--- config.mk ---
export PLATFORM = sky130hd
export DESIGN_NAME = unsigned_mul_ha_pipe
export DESIGN_NICKNAME = d
export VERILOG_FILES = /design/src/rtl/unsigned_mul_ha_pipe.sv
export SDC_FILE = /design/constraint.sdc
export NUM_CORES = 1
export LEC_CHECK = 0
export CAP_MARGIN = 20
export CORE_MARGIN = 2
export CORE_UTILIZATION = 45
export CTS_CLUSTER_SIZE = 20
export DETAILED_ROUTE_END_ITERATION = 16
export HOLD_SLACK_MARGIN = 0.08
export PLACE_DENSITY = 0.71
export SLEW_MARGIN = 20
export SYNTH_ARGS = -nofsm -noshare
export SYNTH_HDL_FRONTEND = slang
export SYNTH_SLANG_ARGS = --single-unit
--- constraint.sdc ---
create_clock -name clk -period 6.6 [get_ports clk]
set_input_delay 1.32 -clock clk [delete_from_list [all_inputs] [get_ports clk]]
set_output_delay 1.32 -clock clk [all_outputs]
set_load 0.01 [all_outputs]
--- src/rtl/unsigned_mul_ha_pipe.sv ---
// Pipelined unsigned WIDTHxWIDTH multiplier built from half-adder row pairs.
// Stages: S1 registers operands, S2 registers per-pair HA array outputs,
// S3 registers the summed product. In approximate mode, cells whose column
// weight is below APPROX_COLS become OR cells and their carries are dropped.
// The pipeline advances as a single unit, so a stalled output holds every stage.
module unsigned_mul_ha_pipe #(
    parameter int unsigned WIDTH       = 8,
    parameter int unsigned APPROX_COLS = 4,
    parameter int unsigned TAG_W       = 4
) (
    input  logic               clk,
    input  logic               rst_n,
    input  logic               in_valid,
    output logic               in_ready,
    input  logic [WIDTH-1:0]   in_x,
    input  logic [WIDTH-1:0]   in_y,
    input  logic               in_approx,
    input  logic [TAG_W-1:0]   in_tag,
    output logic               out_valid,
    input  logic               out_ready,
    output logic [2*WIDTH-1:0] out_product,
    output logic               out_approx,
    output logic [TAG_W-1:0]   out_tag,
    output logic [15:0]        approx_cnt
);

    localparam int unsigned PAIRS = WIDTH / 2;
    localparam int unsigned PW    = 2 * WIDTH;

    // Whole pipeline moves together; bubbles are not collapsed.
    logic adv;
    assign adv      = ~out_valid | out_ready;
    assign in_ready = adv;

    logic             s1_valid;
    logic [WIDTH-1:0] s1_x;
    logic [WIDTH-1:0] s1_y;
    logic             s1_approx;
    logic [TAG_W-1:0] s1_tag;

    logic             s2_valid;
    logic             s2_approx;
    logic [TAG_W-1:0] s2_tag;

    // Running sum of the shifted pair vectors; part[PAIRS] is the product.
    logic [PW-1:0] part [PAIRS+1];
    assign part[0] = '0;

    // S1: operand capture; data only loads on an accepted transaction.
    always_ff @(posedge clk or negedge rst_n) begin
        if (!rst_n) begin
            s1_valid  <= 1'b0;
            s1_x      <= '0;
            s1_y      <= '0;
            s1_approx <= 1'b0;
            s1_tag    <= '0;
        end else if (adv) begin
            s1_valid <= in_valid;
            if (in_valid) begin
                s1_x      <= in_x;
                s1_y      <= in_y;
                s1_approx <= in_approx;
                s1_tag    <= in_tag;
            end
        end
    end

    for (genvar k = 0; k < PAIRS; k++) begin : g_pair
        // t: bit i sits at weight 2k+i; b: bit i sits at weight 2k+i+2.
        logic [WIDTH:0]   t_d;
        logic [WIDTH-2:0] b_d;
        logic [WIDTH:0]   t_q;
        logic [WIDTH-2:0] b_q;
        logic [PW-1:0]    pair_val;

        assign t_d[0]     = s1_y[0] & s1_x[2*k];
        assign t_d[WIDTH] = s1_y[WIDTH-1] & s1_x[2*k+1];

        for (genvar j = 1; j < WIDTH; j++) begin : g_cell
            localparam bit CellApprox = (2 * k + j) < int'(APPROX_COLS);
            logic a;
            logic b;
            logic or_mode;
            assign a        = s1_y[j] & s1_x[2*k];
            assign b        = s1_y[j-1] & s1_x[2*k+1];
            assign or_mode  = s1_approx & CellApprox;
            assign t_d[j]   = or_mode ? (a | b) : (a ^ b);
            assign b_d[j-1] = ~or_mode & a & b;
        end

        // S2: per-pair HA array outputs.
        always_ff @(posedge clk or negedge rst_n) begin
            if (!rst_n) begin
                t_q <= '0;
                b_q <= '0;
            end else if (adv) begin
                t_q <= t_d;
                b_q <= b_d;
            end
        end

        assign pair_val  = {{(WIDTH-1){1'b0}}, t_q} + {{(WIDTH-1){1'b0}}, b_q, 2'b00};
        assign part[k+1] = part[k] + (pair_val << (2 * k));
    end

    // S2: control sideband travelling with the HA vectors.
    always_ff @(posedge clk or negedge rst_n) begin
        if (!rst_n) begin
            s2_valid  <= 1'b0;
            s2_approx <= 1'b0;
            s2_tag    <= '0;
        end else if (adv) begin
            s2_valid  <= s1_valid;
            s2_approx <= s1_approx;
            s2_tag    <= s1_tag;
        end
    end

    // S3: product register; holds while the consumer stalls.
    always_ff @(posedge clk or negedge rst_n) begin
        if (!rst_n) begin
            out_valid   <= 1'b0;
            out_product <= '0;
            out_approx  <= 1'b0;
            out_tag     <= '0;
        end else if (adv) begin
            out_valid   <= s2_valid;
            out_product <= part[PAIRS];
            out_approx  <= s2_approx;
            out_tag     <= s2_tag;
        end
    end

    // Count delivered approximate results; wraps naturally at 16 bits.
    always_ff @(posedge clk or negedge rst_n) begin
        if (!rst_n) begin
            approx_cnt <= '0;
        end else if (out_valid && out_ready && out_approx) begin
            approx_cnt <= approx_cnt + 16'd1;
        end
    end

endmodule

**After elaboration in Yosys (flattened, before gate mapping)**

Index checks and enable logic that the tools add are counted.

- Input bits: 25
- Output and inout bits: 39
- Register bits after elaboration: 130

- Multiplexer cells: 4
- Reduce and logical (&&, ||, !) cells: 3
- $add $sub $neg: 8
- Bitwise logic cells: 131

Operator list:

| operator | number |
|---|---|
| $and A1 B1 Y1 | 96 |
| $add A9 B9 Y10 | 4 |
| $xor A1 B1 Y1 | 28 |
| $add A16 B1 Y16 const B | 1 |
| $add A16 B16 Y16 | 1 |
| $add A13 B14 Y15 | 1 |
| $add A10 B12 Y13 | 1 |
| $or A1 B1 Y1 | 5 |
| $mux W1 | 4 |
| $logic_and A1 B1 Y1 | 2 |
| $not A1 Y1 | 2 |
| $reduce_and A2 Y1 | 1 |

**Longest topological paths before layout**

- Word-level depth: 4
- Gate-level depth with buffers: 20

**Least setup slack after synthesis**

No wires, ideal clock.

- Kind: reg2reg
- From: register g_pair[1].t_q[2]
- To: register out_product[15]
- Path buffers: 0
- Library setup time: 0.142 ns
- Period minus slack after synthesis: 4.367 ns
- Slack: 2.233 ns
- Cell stages (with the launch flop): 20
- Data required time: 6.458 ns
- Arrival: 4.226 ns
- Cell sequence: dfrtp_1 ha_1 inv_1 fa_1 nor2b_4 o31a_1 a21oi_1 fa_1 ha_1 o21a_1 o22ai_1 or3_1 fa_1 inv_1 ha_1 and3_1 nor3b_1 a21oi_1 xnor2_1 a21oi_1

- Cells in the longest elaborated chain, start to end: 4

RTL lines:

| element | line | text |
|---|---|---|
| start, declared | 72 | `logic [WIDTH:0] t_q;` |
| start signal, assigned | 97 | `t_q <= t_d;` |
| $add A9 B9 Y10 | 102 | `assign pair_val = {{(WIDTH-1){1'b0}}, t_q} + {{(WIDTH-1){1'b0}}, b_q, 2'b00};` |
| $add A10 B12 Y13 | 103 | `assign part[k+1] = part[k] + (pair_val << (2 * k));` |
| $add A13 B14 Y15 | 103 |  |
| $add A16 B16 Y16 | 103 |  |
| end signal, assigned | 128 | `out_product <= part[PAIRS];` |
| end, declared | 21 | `output logic [2*WIDTH-1:0] out_product,` |

Every way passes these cells.
A chain may end at the register's enable or synchronous reset.

**Final worst setup path**

Ends and elaborated chain as after synthesis.

==> metrics.cfg <==
[synthesis]
async_flop_share=1.000
syn_avg_cell_area_um2=9.340
syn-num-nets=923
syn_area_um2=7556
synth-seq-area-share=0.4305
ys_seq_elements=130
yosys_warnings=0
ys.flop_type=dfrtp_1
ys_types=43
synth_edf_count=0
syn_inst=809

[cells_and_area]
layout-drive-gt1-share=0.06470
multiInputGateArea_um2=4054
diodes=0
seq_area_um2=3253
final_common_cell=nand2_1
most-common-layout-cells=nand2_1, dfrtp_1, ha_1
areaGrowthSynthToFinish_pct=19.94
fin_nets=982
fill_cells=1458

[worst_setup_path]
setup.worst_path.end_class=flip-flop
cp-start-kind=flip-flop
ff2ff_setup_slack_ns=1.87
critPathSlowestCell=fa_1
r2r-start=g_pair[1].t_q[2]$_DFFE_PN0N_
worstPathRequired_ns=6.86
cp_num_cells=19
reg2reg_depth=19
max_stage_delay_ns=0.58
timing_worst_setup_path_type=flip-flop to flip-flop
cp_top_family=adder cells
crit_buf_inv=2
crit_chain=ha_1 -> inv_1 -> fa_1 -> nor2b_4 -> o31a_1 -> a21oi_1 -> fa_1 -> ha_1 -> o21a_1 -> o22ai_1 -> or3_1 -> fa_1 -> inv_1 -> ha_1 -> and3_1 -> nor3b_1 -> a21oi_1 -> xnor2_1 -> a21oi_1
arrival_ns=4.99
cp_max_fo=5
critical_path.startpoint=g_pair[1].t_q[2]$_DFFE_PN0N_

[sta]
tightest_slew_ns=0.9428
timing.slew.headroom=0.3715
slew_violations=0
min_period_ns=4.731
fin_skew_ns=0.008981
rsz0062_at_grt=no
fin_tns_setup_ns=0
finalHoldViolCount=0
fmax_mhz=211.4
hold-worst-slack_ns=0.4532
post-route-period-util=0.7168
setup_viol=0

[drt]
wl_um=15600
vias=5536
antenna_left=0
drc=0
routed_via_density=5.028
wl_per_cell_um=14.17
drt_iter0_drc=406
drtPass1Iterations=4

[floorplan]
pin_count=64
die_h_um=133.6
die_area_um2=17840
core_um2=16520
initial_utilization=0.4573
rows=47
die_w_um=133.6

[grt]
grt_pass1_vias=5420
track_usage=0.1873
antenna_found_initial=0
grt_pass1_wl_um=26550
grt_max_degree=93
grt_overflow=0

[run_status]
status=finished, final reports clean

[pwr]
ir_drop_uv=428.9
p_leak_nw=4.527
p_per_area_nw_per_um2=579.6

[cts]
numCtsBuffers=17
postCtsSetupRepairBufs=0
cts_hold_buffers=0
clockBufferDepth=2
cts_resized=0
cts_max_level=4
clk_pin_slew_ns=0.06
cts_tree=built
cts.sinks=130
clkLatencyLatePin_ns=0.42
cts-root-buf=clkbuf_16

[min_path]
min_from=s2_valid$_DFFE_PN0N_
whs_path_depth=2
hp-class=flip-flop to flip-flop

[placement]
portBuffers=63
hpwl_um=10710
gp_congestion=0.8086

[job]
maxCapViolations=0

[final cells by class]
cell class	instances	share of cell area
clock inverter	12	0.02250
multi-input combinational	612	0.4473
tap	220	0.03037
inverter	40	0.01657
timing repair buffer	67	0.07386
clock buffer	20	0.05039
sequential	130	0.3590
[final timing paths]
check                                          endpoint
hold reg to reg                    s2_valid$_DFFE_PN0N_
setup / recovery            out_product[15]$_DFFE_PN0N_
setup reg to reg            out_product[15]$_DFFE_PN0N_
min in group asynchronous  g_pair[3].b_q[6]$_DFFE_PN0N_
max in group asynchronous         s2_approx$_DFFE_PN0N_
hold / removal                     s2_valid$_DFFE_PN0N_
[stage by stage]
| stage | setup WS (ns) | utilization | area (um^2) | power [mW] | instances |
|---|---|---|---|---|---|
| floorplan | 2.233 | - | 7556 | 3.430 | 809 |
| global placement | 2.011 | 0.5075 | 8387 | 4.142 | 1068 |
| detailed placement | 1.969 | 0.5075 | 8387 | 4.199 | 1068 |
| CTS | 1.888 | 0.5475 | 9047 | 5.299 | 1100 |
| global route | 1.475 | 0.5484 | 9062 | 5.761 | 1101 |
| finish | 1.869 | 0.5484 | 9062 | 5.253 | 1101 |
[cells in the mapped netlist, drive strengths merged, types with 3 or more instances]
cell    instances  area (um^2)
a21o            8        60.06
a21oi          30        150.1
and2           47        294.0
and3            3        18.77
buf             4        20.02
clkbuf         23        86.33
dfrtp         130         3253
fa             19        380.4
ha             70        875.8
inv            40        150.1
mux2           22        247.7
mux2i           5        50.05
nand2         246        923.4
nand2b          7        43.79
nand3          15        75.07
nand4           3        18.77
nor2           30        112.6
nor2b           4        32.53
nor3            4        25.02
o211ai          3        27.52
o21a            6        45.04
o21ai          26        130.1
o21bai          4        30.03
o41ai           3        26.28
xnor2          28        245.2
xor2           11        96.34
[worst min-delay path: cells and delay by family (launching register included)]
kind / cells / cell delay, ns
and+or+nand+nor: 2 / 0.10
DFF: 1 / 0.33
[state kept, by name (all words and copies together) (netlist names)]
signal                 cells
out_approx                 1
s1_x                       8
g_pair.b_q                28
g_pair.t_q                36
s1_valid                   1
s2_approx                  1
approx_cnt                16
out_tag                    4
out_product               16
s1_y                       8
s1_tag                     4
s2_valid                   1
g_pair.g_cell.or_mode      1
out_valid                  1
s2_tag                     4
[power breakdown]
| group | internal, mW | switching [mW] | leakage (nW) |
|---|---|---|---|
| Clock | 0.692 | 0.353 | 0.313 |
| Combinational | 1.31 | 1.60 | 2.57 |
| Sequential | 1.07 | 0.228 | 1.64 |
| Total | 3.07 | 2.18 | 4.53 |
[layer usage]
| layer | share of wire | track usage |
|---|---|---|
| met5 | 0 | 0 |
| met3 | 0.037 | 0.03957 |
| met2 | 0.48 | 0.3015 |
| met4 | 0.021 | 0.07092 |
| met1 | 0.47 | 0.2500 |
[cell families (layout without fill, tap and decap cells)]
family | after synthesis | count (layout) | share of synthesized area
adders and majority gates | 89 | 89 | 0.1663
and+or+nand+nor | 366 | 366 | 0.2115
AOI/OAI and AO/OA | 91 | 91 | 0.07319
DFF | 130 | 130 | 0.4305
muxes | 27 | 27 | 0.03941
buffers and inverters | 67 | 139 | 0.03395
xor gates and xnor gates | 39 | 39 | 0.04521
Power figures use the tool's default switching activity.
